`src/rtl/kmeans_sequencer.sv`:
```
// kmeans_sequencer: per-frame controller for the k_means clustering engine.
// Owns the engine's reset and new_frame strobe, picks seed centroids (previous
// result or a default spread across the frame) and bounds compute time with a
// watchdog. The engine stores during one frame window and computes during the
// next.
// Optional build macro KMEANS_SEQ_STATS_EN adds frames_done_out (16b, wrapping
// publish count) and last_latency_out (22b, saturating COMPUTE cycles at publish).
module kmeans_sequencer #(
    parameter int unsigned WIDTH          = 320,
    parameter int unsigned HEIGHT         = 180,
    parameter int unsigned TIMEOUT_CYCLES = 2000000
) (
    input  logic        clk_in,
    input  logic        rst_in,
    input  logic        new_frame_in,
    input  logic [2:0]  num_balls_in,
    input  logic        km_valid_in,
    input  logic [62:0] km_centroids_x_in,
    input  logic [55:0] km_centroids_y_in,
    output logic        km_rst_out,
    output logic        km_new_frame_out,
    output logic [62:0] km_seed_x_out,
    output logic [55:0] km_seed_y_out,
    output logic [2:0]  km_num_balls_out,
    output logic [62:0] centroids_x_out,
    output logic [55:0] centroids_y_out,
    output logic        centroids_valid_out,
    output logic        timeout_out,
    output logic        busy_out
`ifdef KMEANS_SEQ_STATS_EN
    ,
    output logic [15:0] frames_done_out,
    output logic [21:0] last_latency_out
`endif
);

    localparam int unsigned WD_W = (TIMEOUT_CYCLES > 2) ? $clog2(TIMEOUT_CYCLES) : 1;
    localparam logic [WD_W-1:0] WD_LAST = WD_W'(TIMEOUT_CYCLES - 1);

    typedef enum logic [1:0] {
        IDLE,
        ARM,
        STORE,
        COMPUTE
    } state_t;

    state_t          state;
    logic            use_default;
    logic [WD_W-1:0] wd_count;
    logic [2:0]      num_balls;
    logic [62:0]     seed_x;
    logic [55:0]     seed_y;

    // Default seed table, one packed row per requested count. Row 0 mirrors
    // row 1 so a request of zero balls indexes straight into the N=1 spread.
    logic [62:0] dflt_x [8];
    logic [55:0] dflt_y [8];

    for (genvar n = 0; n < 8; n++) begin : g_dflt_n
        localparam int unsigned NN = (n == 0) ? 1 : n;
        for (genvar i = 0; i < 7; i++) begin : g_dflt_i
            localparam int unsigned XV = (i < NN) ? ((2 * i + 1) * WIDTH) / (2 * NN) : 0;
            localparam int unsigned YV = (i < NN) ? HEIGHT / 2 : 0;
            assign dflt_x[n][i*9 +: 9] = 9'(XV);
            assign dflt_y[n][i*8 +: 8] = 8'(YV);
        end
    end

    logic [2:0]  n_eff;
    logic        pick_default;
    logic [62:0] arm_seed_x;
    logic [55:0] arm_seed_y;
    logic        publish;

    // Seed selection evaluated during ARM from the live ball-count request.
    always_comb begin
        n_eff        = (num_balls_in == 3'd0) ? 3'd1 : num_balls_in;
        pick_default = use_default || (n_eff != num_balls);
        arm_seed_x   = pick_default ? dflt_x[num_balls_in] : centroids_x_out;
        arm_seed_y   = pick_default ? dflt_y[num_balls_in] : centroids_y_out;
        publish      = (state == COMPUTE) && km_valid_in;
    end

    // Seeds and ball count are presented in the ARM cycle itself and then held
    // from the registered copies until the next ARM.
    assign km_seed_x_out    = (state == ARM) ? arm_seed_x : seed_x;
    assign km_seed_y_out    = (state == ARM) ? arm_seed_y : seed_y;
    assign km_num_balls_out = (state == ARM) ? n_eff : num_balls;
    assign km_rst_out       = rst_in || (state == ARM);
    assign busy_out         = (state != IDLE);

    // Frame sequencing FSM with registered pulses, seeds, results and watchdog.
    always_ff @(posedge clk_in) begin
        if (rst_in) begin
            state               <= IDLE;
            use_default         <= 1'b1;
            wd_count            <= '0;
            num_balls           <= '0;
            seed_x              <= '0;
            seed_y              <= '0;
            centroids_x_out     <= '0;
            centroids_y_out     <= '0;
            km_new_frame_out    <= 1'b0;
            centroids_valid_out <= 1'b0;
            timeout_out         <= 1'b0;
        end else begin
            km_new_frame_out    <= 1'b0;
            centroids_valid_out <= 1'b0;
            timeout_out         <= 1'b0;
            case (state)
                IDLE: begin
                    if (new_frame_in) state <= ARM;
                end
                ARM: begin
                    num_balls   <= n_eff;
                    seed_x      <= arm_seed_x;
                    seed_y      <= arm_seed_y;
                    use_default <= 1'b0;
                    state       <= STORE;
                end
                STORE: begin
                    if (new_frame_in) begin
                        km_new_frame_out <= 1'b1;
                        wd_count         <= '0;
                        state            <= COMPUTE;
                    end
                end
                COMPUTE: begin
                    if (km_valid_in) begin
                        centroids_x_out     <= km_centroids_x_in;
                        centroids_y_out     <= km_centroids_y_in;
                        centroids_valid_out <= 1'b1;
                        state               <= new_frame_in ? ARM : IDLE;
                    end else if (wd_count == WD_LAST) begin
                        timeout_out <= 1'b1;
                        use_default <= 1'b1;
                        state       <= IDLE;
                    end else begin
                        wd_count <= wd_count + 1'b1;
                    end
                end
                default: state <= IDLE;
            endcase
        end
    end

`ifdef KMEANS_SEQ_STATS_EN
    logic [21:0] lat_count;

    // Publish counter and saturating COMPUTE-latency capture.
    always_ff @(posedge clk_in) begin
        if (rst_in) begin
            lat_count        <= '0;
            frames_done_out  <= '0;
            last_latency_out <= '0;
        end else begin
            if (state == STORE && new_frame_in) begin
                lat_count <= '0;
            end else if (state == COMPUTE && lat_count != '1) begin
                lat_count <= lat_count + 1'b1;
            end
            if (publish) begin
                frames_done_out  <= frames_done_out + 1'b1;
                last_latency_out <= (lat_count == '1) ? '1 : lat_count + 1'b1;
            end
        end
    end
`endif

endmodule

```
`config.mk`:
```
export PLATFORM = sky130hd
export DESIGN_NAME = kmeans_sequencer
export DESIGN_NICKNAME = d
export VERILOG_FILES = /design/src/rtl/kmeans_sequencer.sv
export SDC_FILE = /design/constraint.sdc
export NUM_CORES = 1
export LEC_CHECK = 0
export BUFFER_PORTS_ARGS = -buffer_cell sky130_fd_sc_hd__buf_2
export CAP_MARGIN = 10
export CORE_MARGIN = 2
export CORE_UTILIZATION = 30
export CTS_CLUSTER_SIZE = 30
export DETAILED_ROUTE_END_ITERATION = 8
export GPL_TIMING_DRIVEN = 1
export REMOVE_ABC_BUFFERS = 1
export SLEW_MARGIN = 20
export SYNTH_ARGS = -nofsm -noshare
export SYNTH_HDL_FRONTEND = slang
export SYNTH_SLANG_ARGS = --single-unit
```
`constraint.sdc`:
```
create_clock -name clk_in -period 2.6 [get_ports clk_in]
set_input_delay 0 -clock clk_in [delete_from_list [all_inputs] [get_ports clk_in]]
set_output_delay 0 -clock clk_in [all_outputs]
set_load 0.01 [all_outputs]
```
Word level (Yosys, flattened, before mapping)
Memories as Yosys holds them, arrays and structs flattened.
Index checks and enable logic that the tools add are counted.
Cells by class
  add/subtract/negate cells: 1
  $lt $le $gt $ge: 1
  equality and inequality tests: 11
  multiplexer cells: 26
  bitwise logic cells: 3
  reductions and logical operators: 14
Operators with widths (number)
  $mux 63: 4
  $mux 56: 4
  $mux 21: 3
  $pmux 21 s2: 1
  $add 21x1->21 const B: 1
  $eq 21x21->1 const B: 1
  $mux 2: 4
  $ne 2x2->1 const B: 4
  $pmux 2 s4: 1
  $mux 1: 6
  $mux 3: 2
  $reduce_and 3->1: 2
  $reduce_bool 2->1: 3
  $eq 2x2->1 const B: 2
  $ge 4x4->1 const B: 1
  $not 3->4: 1
  $reduce_and 4->1: 1
  $reduce_or 2->1: 2
  $logic_not 3->1: 1
  $ne 3x2->1 const B: 1
  $ne 3x3->1: 1
  $reduce_or 3->1: 1
  $eq 2x1->1 const B: 1
  $logic_not 2->1: 1
  5 further kinds: 7
Storage, ports and cells
  bits in registers: 268
  bits in read-only memories: 952
  input bits: 126
  output and inout bits: 246
  word-level logic and storage cells: 69
  memories kept: 2
Memories
  (no name shown): depth 8, bits a word 63, rd ports 1, clocked after Yosys merged registers in 0, write ports 0, line 79  | arm_seed_x = pick_default ? dflt_x[num_balls_in] : centroids_x_out;
  (no name shown): depth 8, bits a word 56, rd ports 1, clocked after Yosys merged registers in 0, write ports 0, line 80  | arm_seed_y = pick_default ? dflt_y[num_balls_in] : centroids_y_out;

Longest topological paths before layout
  depth after elaboration: 6
  depth in mapped cells: 10
  gate-level depth less buffers: 7

Least setup slack after synthesis
No wires, ideal clock.
  path type: input port to output port
  from: input port num_balls_in[1]
  to: output port km_seed_x_out[47]
  data arrival time: 1896 ps
  data required time: 2600 ps
  slack: 704 ps
  stages: 10
  path buffers: 3
  cells stage by stage: inv_1 ha_1 or3_1 a211oi_2 o221a_1 buf_6 buf_12 buf_6 a21oi_1 nor2_1
On the way
  cells in the longest elaborated chain, start to end: 6
RTL lines
  from (decl): line 16  | input logic [2:0] num_balls_in,
  $not 3->4 (implied by the code) / $logic_not 3->1 (equally long branches): line 79, 77
  $mem_v2 8x63 / $mux 3 (equally long branches)
  $mux 63 (implied by the code) / $ne 3x3->1 (equally long branches): line 79, 78
  $mux 63 (implied by the code) / $logic_or 1x1->1 (equally long branches): line 79, 78
  $mux 63 (*): line 79
  $mux 63 (*)
  to (decl): line 22  | output logic [62:0] km_seed_x_out,
Every way passes the cells marked *; elsewhere a longest branch is shown, timed or not. The select of a mux whose other input is x is not followed.

Worst setup path after layout
  from: register num_balls[2]
  to: output port km_seed_y_out[14]
On the way
  cells in the longest elaborated chain, start to end: 4
RTL lines
  from (decl): line 50  | logic [2:0] num_balls;
  from (signal assigned): line 115  | num_balls <= n_eff;
  $ne 3x3->1: line 78  | pick_default = use_default || (n_eff != num_balls);
  $logic_or 1x1->1: line 78
  $mux 56: line 80
  $mux 56
  to (decl): line 23  | output logic [55:0] km_seed_y_out,
Every way passes these cells.

==> qor.yml <==
status: "completed"
drc_errors: 0
timing.critical_path.slowest_cell_delay_ns: 0.43
power.density_cell_area_nw_per_um2: 908
placement_rows: 70
grt_setup_unrepaired: "true"
cpLargestDelayFamily: "compound AO/OA/AOI/OAI gates"
number_of_distinct_library_cells_after_synthesis: 59
cts_max_level: 1
critPathRequiredTime_ns: 2.60
syn2layout_area_growth_pct: 47.7
die_w_um: 197
synth_top_area_share: 0.482
io_pins: 372
vias_per_cell: 5.03
dpl.hpwl_um: 24900
timing.critical_path.to_type: "output pin"
tightestPinTransition_ns: 1.00
drtPass1Iterations: 7
ys_async_sr_fraction: 0
drive_gt1_frac: 0.270
cts_tree: "done"
min_path_type: "in2reg"
clock_latency_ns: 0.56
routed-via-count: 12100
synth-seq-area-share: 0.482
wirelength_um: 41400
final.fill_count: 3597
fmax_mhz: 388
timing.final.ws_setup_ns: 0.0217
startpoint_type_of_the_worst_setup_path: "register"
first_iter_violations: 661
yosys_warnings: 0
synth_cells: 1442
yosysTopAreaCell: "sky130_fd_sc_hd__dfxtp_1"
cts.sinks: 268
synth.ff_latch_count: 268
power.ir.vdd_worst_uv: 636
cp_cell_sequence: "xnor2_1, a32o_2, o221a_4, buf_12, buf_16, or3_4, nand3_2, buf_6"
timing.critical_path.from: "num_balls[2]$_SDFF_PP0_"
gr-usage-all-layers: 0.196
cp.arrival_ns: 2.58
via_count_of_the_first_global_routing_pass: 11600
hold_violation_count_in_the_final_report: 0
core_area_um2: 36600
relSlewSlack: 0.333
crit_fanout: 8
drv.max_cap_violation_count: 0
path_clk_slew_ns: 0.06
global_route_wire_length_before_repair_um: 61500
die_y_um: 197
cts_buffers: 30
setup_viol: 0
port_buffers: 371
starting_density_of_the_core: 0.304
synth-edff-count: 0
hold_path_startpoint: "num_balls_in[2]"
drt.antenna.violating_nets: 0
grt_remaining_overflow: 0
synthTopCellsByArea: "sky130_fd_sc_hd__dfxtp_1 (48%), sky130_fd_sc_hd__nand2_1 (13%), sky130_fd_sc_hd__a21oi_1 (9.4%)"
rr_startpoint: "state[0]$_SDFFE_PP0P_"
critical-path-slowest-cell: "sky130_fd_sc_hd__or3_4"
clock_tree_root: "sky130_fd_sc_hd__clkbuf_16"
fin_util: 0.449
prevailing_post_synth_register_cell: "sky130_fd_sc_hd__dfxtp_1"
floorplan.die_area_um2: 38700
startpoint_to_endpoint_class_of_the_critical_path: "reg2out"
fin_setup_tns_ns: 0
syn-cell-area_um2: 11100
cts.path.max_buffers: 3
final_max_slew_viol_count: 0
power_mw: 14.9
gpl_congestion: 0.847
crit_buf_inv: 3
initial_antenna_violation_count: 1
timing.clock.skew_ns: 0.0123
maximum_number_of_pins_on_one_net_before_global_route_repair: 150
detail_route.wl_per_cell_um: 17.1
finalWorstPathRequiredPeriod_ns: 2.58
nNetsFinal: 2066
cellLeakagePower_nw: 7.12
post_synth.cell_area_avg_um2: 7.72
placement.setup.worst_slack_ns: 0.145
final_cycle_share: 0.992
## flip-flops by register name, summed over array words and instances (netlist names)
signal and count:
num_balls 3, timeout_out 1, seed_x 63, wd_count 21
km_new_frame_out 1, seed_y 56, state 2, centroids_x_out 63
use_default 1, centroids_y_out 56, centroids_valid_out 1
## timing repair
item | CTS | global route
hold endpoints to repair | 135 | 0
cloned | 4 | 7
buffers inserted | 7 | 4
pin swaps | 4 | 14
setup endpoints to repair | 58 | 80
gates resized for setup | 13 | 43
hold buffers | 132 | 0
## power by group
part | total [mW] | leakage (nW) | switching [mW] | internal, mW
Sequential | 4.92 | 2.18 | 0.230 | 4.69
Combinational | 5.64 | 4.42 | 3.49 | 2.15
Clock | 4.37 | 0.525 | 1.72 | 2.65
## worst min-delay path, delay by kind of cell
kind / cells / cell delay (ns)
buffers and inverters: 2 / 0.36
AO/OA/AOI/OAI: 1 / 0.08
AND/OR/NAND/NOR: 1 / 0.12
## stage by stage
step / std cells / cell area [um^2] / hold WS (ns)
2_1_floorplan: 1337 / 10600 / 0.0691
3_3_place_gp: 2206 / 13500 / 0.239
3_5_place_dp: 2206 / 13500 / 0.245
4_1_cts: 2402 / 16000 / 0.0166
5_1_grt: 2413 / 16400 / 0.0866
6_report: 2413 / 16400 / 0.0580
## layout by cell type (no fill, tap or decap), types with 4 or more instances in the layout
cell | Yosys | routed
sky130_fd_sc_hd__nor2_1 | 129 | 128
sky130_fd_sc_hd__o22ai_1 | 5 | 5
sky130_fd_sc_hd__clkinv_2 | 0 | 9
sky130_fd_sc_hd__clkbuf_8 | 0 | 12
sky130_fd_sc_hd__a311oi_1 | 24 | 24
sky130_fd_sc_hd__o211ai_1 | 7 | 7
sky130_fd_sc_hd__clkbuf_16 | 0 | 38
sky130_fd_sc_hd__buf_2 | 7 | 362
sky130_fd_sc_hd__buf_12 | 1 | 7
sky130_fd_sc_hd__nand3_1 | 83 | 73
sky130_fd_sc_hd__nand3_2 | 0 | 10
sky130_fd_sc_hd__ha_1 | 17 | 16
sky130_fd_sc_hd__buf_6 | 9 | 11
sky130_fd_sc_hd__nor3_1 | 48 | 48
sky130_fd_sc_hd__mux2i_1 | 8 | 6
sky130_fd_sc_hd__dlygate4sd3_1 | 0 | 132
sky130_fd_sc_hd__or3_4 | 0 | 4
sky130_fd_sc_hd__a31oi_1 | 37 | 37
sky130_fd_sc_hd__dfxtp_1 | 268 | 266
sky130_fd_sc_hd__buf_4 | 1 | 26
sky130_fd_sc_hd__o21ai_0 | 14 | 13
sky130_fd_sc_hd__a211oi_1 | 6 | 6
sky130_fd_sc_hd__buf_16 | 0 | 7
sky130_fd_sc_hd__inv_1 | 17 | 15
sky130_fd_sc_hd__a21oi_2 | 7 | 11
sky130_fd_sc_hd__nand2_1 | 382 | 379
sky130_fd_sc_hd__a21oi_1 | 209 | 205
sky130_fd_sc_hd__nand4_1 | 7 | 7
sky130_fd_sc_hd__nand2b_1 | 6 | 6
## logic make-up (layout without fill, tap and decap cells)
family	Yosys count	in the layout	share of synthesized area
buffers and inverters	123	625	0.0501
AOI/OAI and AO/OA	333	333	0.177
muxes	10	10	0.00921
and+or+nand+nor	688	688	0.261
other	0	1	0
DFF	268	268	0.482
xor gates and xnor gates	3	3	0.00236
adders and majority gates	17	17	0.0191
## area by class of cell
type	count	area, um^2	area share
repair buffers	554	3990	0.243
clock buffers	42	927	0.0564
flip-flops and latches	268	5370	0.327
well taps	468	586	0.0356
inverters	18	67.6	0.00411
multi-input cells	1051	5390	0.328
diodes	1	2.50	0.000152
clock inverters	11	105	0.00639
## cells in the mapped netlist, types with 6 or more instances
cell type	number
sky130_fd_sc_hd__a211oi_1	6
sky130_fd_sc_hd__a21oi_1	209
sky130_fd_sc_hd__a21oi_2	7
sky130_fd_sc_hd__a311oi_1	24
sky130_fd_sc_hd__a31oi_1	37
sky130_fd_sc_hd__buf_2	7
sky130_fd_sc_hd__buf_6	9
sky130_fd_sc_hd__clkbuf_1	85
sky130_fd_sc_hd__dfxtp_1	268
sky130_fd_sc_hd__ha_1	17
sky130_fd_sc_hd__inv_1	17
sky130_fd_sc_hd__mux2i_1	8
sky130_fd_sc_hd__nand2_1	382
sky130_fd_sc_hd__nand2b_1	6
sky130_fd_sc_hd__nand3_1	83
sky130_fd_sc_hd__nand4_1	7
sky130_fd_sc_hd__nor2_1	129
sky130_fd_sc_hd__nor3_1	48
sky130_fd_sc_hd__o211ai_1	7
sky130_fd_sc_hd__o21ai_0	14
## routing by layer
metal  vias up  global-route usage  part of all wire
li1       5931                   -                 -
met1      5689               0.238              0.42
met2       420               0.344              0.48
met3        86              0.0406             0.068
met4         0              0.0696             0.035
met5         -                   0                 0
## path summary, 6_finish.rpt
check	to	slack, ns	depth (start not counted)
worst max-delay path	km_seed_y_out[14]	0.02	8
worst min-delay path	seed_x[23]$_SDFF_PP0_	0.06	4
worst max register to register	wd_count[12]$_SDFFE_PP0P_	0.35	8
worst min register to register	seed_y[5]$_SDFF_PP0_	0.47	2
No activity file was read; power rests on OpenSTA's default activity.
